$ cat src/rtl/thread_scheduler_if.sv
// Fetch/execute/halt signal bundle of the barrel-thread slot scheduler.
// The master modport is the surrounding core (or bench), slave is the scheduler.
interface thread_scheduler_if #(
  parameter int NUM_THREADS = 16
);
  localparam int IDX_W = $clog2(NUM_THREADS);

  logic [NUM_THREADS-1:0] i_thread_enable;
  logic                   i_halt_req;
  logic [IDX_W-1:0]       i_halt_index;
  logic [NUM_THREADS-1:0] i_wake;
  logic                   o_init_busy;
  logic                   o_init_we;
  logic [IDX_W-1:0]       o_init_index;
  logic [IDX_W-1:0]       o_thread_index_counter;
  logic                   o_fetch_valid;
  logic [IDX_W-1:0]       o_thread_index_execute;
  logic                   o_execute_valid;
  logic [NUM_THREADS-1:0] o_halted_mask;
  logic                   o_all_idle;
  logic [31:0]            o_idle_slots;

  modport master (
    output i_thread_enable, i_halt_req, i_halt_index, i_wake,
    input  o_init_busy, o_init_we, o_init_index,
    input  o_thread_index_counter, o_fetch_valid,
    input  o_thread_index_execute, o_execute_valid,
    input  o_halted_mask, o_all_idle, o_idle_slots
  );

  modport slave (
    input  i_thread_enable, i_halt_req, i_halt_index, i_wake,
    output o_init_busy, o_init_we, o_init_index,
    output o_thread_index_counter, o_fetch_valid,
    output o_thread_index_execute, o_execute_valid,
    output o_halted_mask, o_all_idle, o_idle_slots
  );
endinterface

$ cat src/rtl/thread_scheduler.sv
// Barrel-thread round-robin slot scheduler with PC-memory init sweep.
// Optional idle-slot counter built when SCHED_PERF_CNT_EN is defined.
module thread_scheduler #(
  parameter int NUM_THREADS = 16,
  parameter int PIPE_STAGES = 4
) (
  input logic clk,
  input logic reset,
  thread_scheduler_if.slave bus
);
  localparam int IDX_W = $clog2(NUM_THREADS);

  if (NUM_THREADS < 2 || (NUM_THREADS & (NUM_THREADS - 1)) != 0) begin : g_bad_threads
    $error("NUM_THREADS must be a power of two and at least 2");
  end
  if (PIPE_STAGES < 1) begin : g_bad_stages
    $error("PIPE_STAGES must be at least 1");
  end

  typedef enum logic {INIT, RUN} state_t;

  state_t                 state, state_next;
  logic [IDX_W-1:0]       sweep, sweep_next;
  logic [IDX_W-1:0]       slot, slot_next;
  logic [NUM_THREADS-1:0] halted, halted_next;
  logic [NUM_THREADS-1:0] halt_set;
  logic                   init_busy, init_we;
  logic                   fetch_valid;
  logic [IDX_W-1:0]       pipe_idx [PIPE_STAGES];
  logic                   pipe_vld [PIPE_STAGES];

  always_ff @(posedge clk) begin
    if (reset) begin
      state  <= INIT;
      sweep  <= '0;
      slot   <= '0;
      halted <= '0;
    end else begin
      state  <= state_next;
      sweep  <= sweep_next;
      slot   <= slot_next;
      halted <= halted_next;
    end
  end

  always_comb begin
    state_next = state;
    sweep_next = sweep;
    slot_next  = slot;
    init_busy  = 1'b0;
    init_we    = 1'b0;
    unique case (state)
      INIT: begin
        init_busy  = 1'b1;
        init_we    = 1'b1;
        sweep_next = sweep + IDX_W'(1);
        if (sweep == IDX_W'(NUM_THREADS - 1))
          state_next = RUN;
      end
      RUN: begin
        slot_next = slot + IDX_W'(1);
      end
      default: state_next = INIT;
    endcase
  end

  // Wake is applied last so a same-edge halt cannot swallow it
  always_comb begin
    halt_set = '0;
    if (bus.i_halt_req)
      halt_set = NUM_THREADS'(1) << bus.i_halt_index;
    halted_next = (halted | halt_set) & ~bus.i_wake;
  end

  assign fetch_valid = (state == RUN) &
                       bus.i_thread_enable[slot] &
                       ~halted[slot];

  always_ff @(posedge clk) begin
    if (reset) begin
      for (int k = 0; k < PIPE_STAGES; k++) begin
        pipe_idx[k] <= '0;
        pipe_vld[k] <= 1'b0;
      end
    end else begin
      pipe_idx[0] <= slot;
      pipe_vld[0] <= fetch_valid;
      for (int k = 1; k < PIPE_STAGES; k++) begin
        pipe_idx[k] <= pipe_idx[k-1];
        pipe_vld[k] <= pipe_vld[k-1];
      end
    end
  end

`ifdef SCHED_PERF_CNT_EN
  logic [31:0] idle_cnt;

  always_ff @(posedge clk) begin
    if (reset)
      idle_cnt <= '0;
    else if (state == RUN && !fetch_valid)
      idle_cnt <= idle_cnt + 32'd1;
  end

  assign bus.o_idle_slots = idle_cnt;
`else
  assign bus.o_idle_slots = '0;
`endif

  // The sweep counter wraps to 0 on leaving INIT, so the index rests at 0
  assign bus.o_init_busy            = init_busy;
  assign bus.o_init_we              = init_we;
  assign bus.o_init_index           = sweep;
  assign bus.o_thread_index_counter = slot;
  assign bus.o_fetch_valid          = fetch_valid;
  assign bus.o_thread_index_execute = pipe_idx[PIPE_STAGES-1];
  assign bus.o_execute_valid        = pipe_vld[PIPE_STAGES-1];
  assign bus.o_halted_mask          = halted;
  assign bus.o_all_idle             = ~|(bus.i_thread_enable & ~halted);
endmodule

$ cat src/flat_wrapper.sv
// flat-port wrapper written by rule: the top's interface ports become plain ports
module thread_scheduler_flat 
#(
  parameter int NUM_THREADS = 16,
  parameter int PIPE_STAGES = 4
)
  (clk, reset, bus_i_thread_enable, bus_i_halt_req, bus_i_halt_index, bus_i_wake, bus_o_init_busy, bus_o_init_we, bus_o_init_index, bus_o_thread_index_counter, bus_o_fetch_valid, bus_o_thread_index_execute, bus_o_execute_valid, bus_o_halted_mask, bus_o_all_idle, bus_o_idle_slots);
  thread_scheduler_if #(.NUM_THREADS(NUM_THREADS)) bus_i ();
  input logic clk;
  input logic reset;
  input wire logic [$bits(bus_i.i_thread_enable)-1:0] bus_i_thread_enable;
  input wire logic [$bits(bus_i.i_halt_req)-1:0] bus_i_halt_req;
  input wire logic [$bits(bus_i.i_halt_index)-1:0] bus_i_halt_index;
  input wire logic [$bits(bus_i.i_wake)-1:0] bus_i_wake;
  output wire logic [$bits(bus_i.o_init_busy)-1:0] bus_o_init_busy;
  output wire logic [$bits(bus_i.o_init_we)-1:0] bus_o_init_we;
  output wire logic [$bits(bus_i.o_init_index)-1:0] bus_o_init_index;
  output wire logic [$bits(bus_i.o_thread_index_counter)-1:0] bus_o_thread_index_counter;
  output wire logic [$bits(bus_i.o_fetch_valid)-1:0] bus_o_fetch_valid;
  output wire logic [$bits(bus_i.o_thread_index_execute)-1:0] bus_o_thread_index_execute;
  output wire logic [$bits(bus_i.o_execute_valid)-1:0] bus_o_execute_valid;
  output wire logic [$bits(bus_i.o_halted_mask)-1:0] bus_o_halted_mask;
  output wire logic [$bits(bus_i.o_all_idle)-1:0] bus_o_all_idle;
  output wire logic [$bits(bus_i.o_idle_slots)-1:0] bus_o_idle_slots;
  assign bus_i.i_thread_enable = bus_i_thread_enable;
  assign bus_i.i_halt_req = bus_i_halt_req;
  assign bus_i.i_halt_index = bus_i_halt_index;
  assign bus_i.i_wake = bus_i_wake;
  assign bus_o_init_busy = bus_i.o_init_busy;
  assign bus_o_init_we = bus_i.o_init_we;
  assign bus_o_init_index = bus_i.o_init_index;
  assign bus_o_thread_index_counter = bus_i.o_thread_index_counter;
  assign bus_o_fetch_valid = bus_i.o_fetch_valid;
  assign bus_o_thread_index_execute = bus_i.o_thread_index_execute;
  assign bus_o_execute_valid = bus_i.o_execute_valid;
  assign bus_o_halted_mask = bus_i.o_halted_mask;
  assign bus_o_all_idle = bus_i.o_all_idle;
  assign bus_o_idle_slots = bus_i.o_idle_slots;
  thread_scheduler #(.NUM_THREADS(NUM_THREADS), .PIPE_STAGES(PIPE_STAGES)) u_core (.clk(clk), .reset(reset), .bus(bus_i));
endmodule
$ cat config.mk
export PLATFORM = sky130hd
export DESIGN_NAME = thread_scheduler_flat
export DESIGN_NICKNAME = d
export VERILOG_FILES = /design/src/rtl/thread_scheduler_if.sv /design/src/rtl/thread_scheduler.sv /design/src/flat_wrapper.sv
export SDC_FILE = /design/constraint.sdc
export NUM_CORES = 1
export LEC_CHECK = 0
export BUFFER_PORTS_ARGS = -buffer_cell sky130_fd_sc_hd__buf_2
export CORE_MARGIN = 2
export CORE_UTILIZATION = 41
export CTS_CLUSTER_DIAMETER = 120
export DETAILED_ROUTE_END_ITERATION = 6
export GPL_TIMING_DRIVEN = 0
export HOLD_SLACK_MARGIN = 0.05
export PLACE_DENSITY = 0.74
export SYNTH_ARGS = -nofsm -noshare
export SYNTH_HDL_FRONTEND = slang
export SYNTH_SLANG_ARGS = --single-unit
export TNS_END_PERCENT = 50
$ cat constraint.sdc
create_clock -name clk -period 2.1 [get_ports clk]
set_input_delay 0.42 -clock clk [delete_from_list [all_inputs] [get_ports clk]]
set_output_delay 0.42 -clock clk [all_outputs]
set_load 0.02 [all_outputs]
==> results.cfg <==
[status]
outcome = complete, but fails checks
failed_checks = setup timing

[timing]
holdWs_ps = 270
min_period_over_period_pct = 108
slew_viol_final = 0
fin_skew_ps = 8.12
setup_ws_ps = -158
finalCriticalPeriod_ps = 2260
fin_tns_setup_ps = -158
setup_viol = 1
tightestPinTransition_ps = 531
rsz0062_at_grt = yes
fmax_mhz = 443
relSlewSlack_pct = 64.6
hold_viol = 0

[floorplan]
die_w_microns = 73.5
row_count = 25
ios = 104
fp.coreArea_sq_um = 4690
fp.dieArea_sq_um = 5410
initial_utilization_pct = 42.2
dieHeight_microns = 73.5

[placed_design]
preCtsSetupSlack_ps = -66.4
dpl.hpwl_mm = 3.21
placed_cells = 359
port_buffers = 70
place_area_sq_um = 2520
place.gp.congestion = 0.780

[routing]
drt_iter0_drc = 35
drc = 0
viasPerCell = 4.46
firstDrtPassIters = 4
wl_per_cell_microns = 11.3
ant_nets = 0
via_count = 1646
wl_mm = 4.17

[finish]
nNetsFinal = 356
fillers = 423
drive_gt1_share_pct = 44.8
layout.area.seq_sq_um = 915
area_growth_pct = 37.5
fin_area_sq_um = 2730
multiInputGateArea_sq_um = 962
n_antenna_cell = 0
stdcell_count = 369

[worst_hold_path]
min_path_type = in2reg

[synthesis]
synth_cell_types = 30
synth_area_leaders = dfxtp_1, buf_4, nor2b_1, nor3_1, mux4_2
yosys_warnings = 0
synthFlopType = dfxtp_1
synth_area_sq_um = 1980
synth_common_cells = dfxtp_1, buf_4, nor2b_1
synth_edf_count = 0
yosysSeqAreaShare_pct = 45.5
synth_top_area_cell = dfxtp_1
async_flop_share_pct = 0
syn_area_per_cell_sq_um = 9.72
synth_top_area_share_pct = 45.5
synth_seq_cells = 45
synth.most_common_cell = dfxtp_1
syn_inst = 204

[clocking]
clkSinkCount = 45
clkSlewWorstSetupHoldPaths_ps = 80
clk_path_buf_depth = 2
cts_root_buf = clkbuf_8
clk-insertion-delay-late_ps = 290
h-tree-depth = 2
cts_tree = built
cts_made_buffers = 5

[grt]
grt_pass1_vias = 1472
globalRouteTotalUtil_pct = 15.9
grt_max_degree = 14
grt_pass1_wl_mm = 6.63
antenna_found_initial = 0
grt-ovfl-total = 0

[run]
maxCapViolCount = 0

[critical_path]
end_kind = primary output
critPathRequiredTime_ps = 1680
cp_max_fo = 3
critical_path_arrival_ps = 1840
start_kind = register
path_class = reg2out
reg2reg_slack_ps = 480

[power]
p_leak_uw = 0.00133
ir_drop_mv = 0.314
power.density_nw_per_um2 = 633
[power by group]
part           switching [uW]  internal (uW)
Clock                     276            346
Combinational             133            104
Sequential               7.31            859
[layer usage]
layer  wire (microns)  part of all wire [%]  global-route usage, %  vias up
li1                 -                     -                      -      835
met1             1700                    41                   18.1      711
met2             2020                    48                   28.0       94
met3              417                    10                   5.62        6
met4               36                  0.86                   4.24        0
met5                0                     0                      0        -
[final timing paths]
| path | startpoint | to | cells after the start |
|---|---|---|---|
| hold reg to reg | u_core.pipe_idx[1][3] | u_core.pipe_idx[2][3] | 1 |
| hold / removal | bus_i_wake[4] | u_core.bus.o_halted_mask[4] | 2 |
| setup / recovery | u_core.bus.o_halted_mask[11] | bus_o_fetch_valid | 6 |
| setup reg to reg | u_core.bus.o_halted_mask[3] | u_core.pipe_vld[0] | 6 |
[through the flow]
stage,power (uW),utilization [%]
floorplan,1050,-
global placement,1110,53.6
detailed placement,1110,53.6
CTS,1740,57.6
global route,1790,58.1
finish,1730,58.1
[logic make-up after synthesis]
family	share of synthesized area, %
simple gates	24.3
flops	45.5
buf+inv	14.8
compound gates	4.55
mux	6.76
xor+xnor	2.65
fa+ha+maj	1.26
other cells	0.189
[flip-flops by register name (all words and copies together), names as in the netlist]
| register | count |
|---|---|
| u_core.bus.o_init_index | 4 |
| u_core.state | 1 |
| u_core.bus.o_thread_index_counter | 4 |
| u_core.pipe_idx | 16 |
| u_core.pipe_vld | 4 |
| u_core.bus.o_halted_mask | 16 |
[critical path: stages (launching register included)]
cell	delay, ps
dfxtp_2	340
and2b_1	190
mux4_2	450
mux2i_1	150
nand2_1	80
nor3b_2	160
buf_4	160
[placed cells by master, fill, tap and decap left out, types with 4 or more instances in the layout]
cell and n:
a21oi_1 13, a31oi_1 4, buf_2 69, buf_4 39, clkbuf_1 4, clkbuf_8 5
conb_1 32, dfxtp_1 36, dfxtp_2 8, mux2i_1 4, mux4_2 4, nand2_1 4
nand2b_4 8, nand4_1 4, nor2_1 10, nor2b_1 29, nor3_1 17, xor2_1 4
[timing repair]
action / 4_1_cts / 5_1_grt
hold buffers: 0 / 0
gates resized for setup: 16 / 9
setup buffers: 4 / 1
endpoints found under the setup margin: 1 / 2
pin swaps: 2 / 2
[layout make-up]
| type | count | share of cell area, % |
|---|---|---|
| well taps | 54 | 2.48 |
| repair buffers | 75 | 14.3 |
| flip-flops and latches | 45 | 33.6 |
| clock buffers | 5 | 2.53 |
| inverters | 1 | 0.138 |
| plain buffers | 40 | 10.4 |
| clock inverters | 2 | 1.29 |
| multi-input cells | 147 | 35.3 |
(Power assumes the default switching activity.)
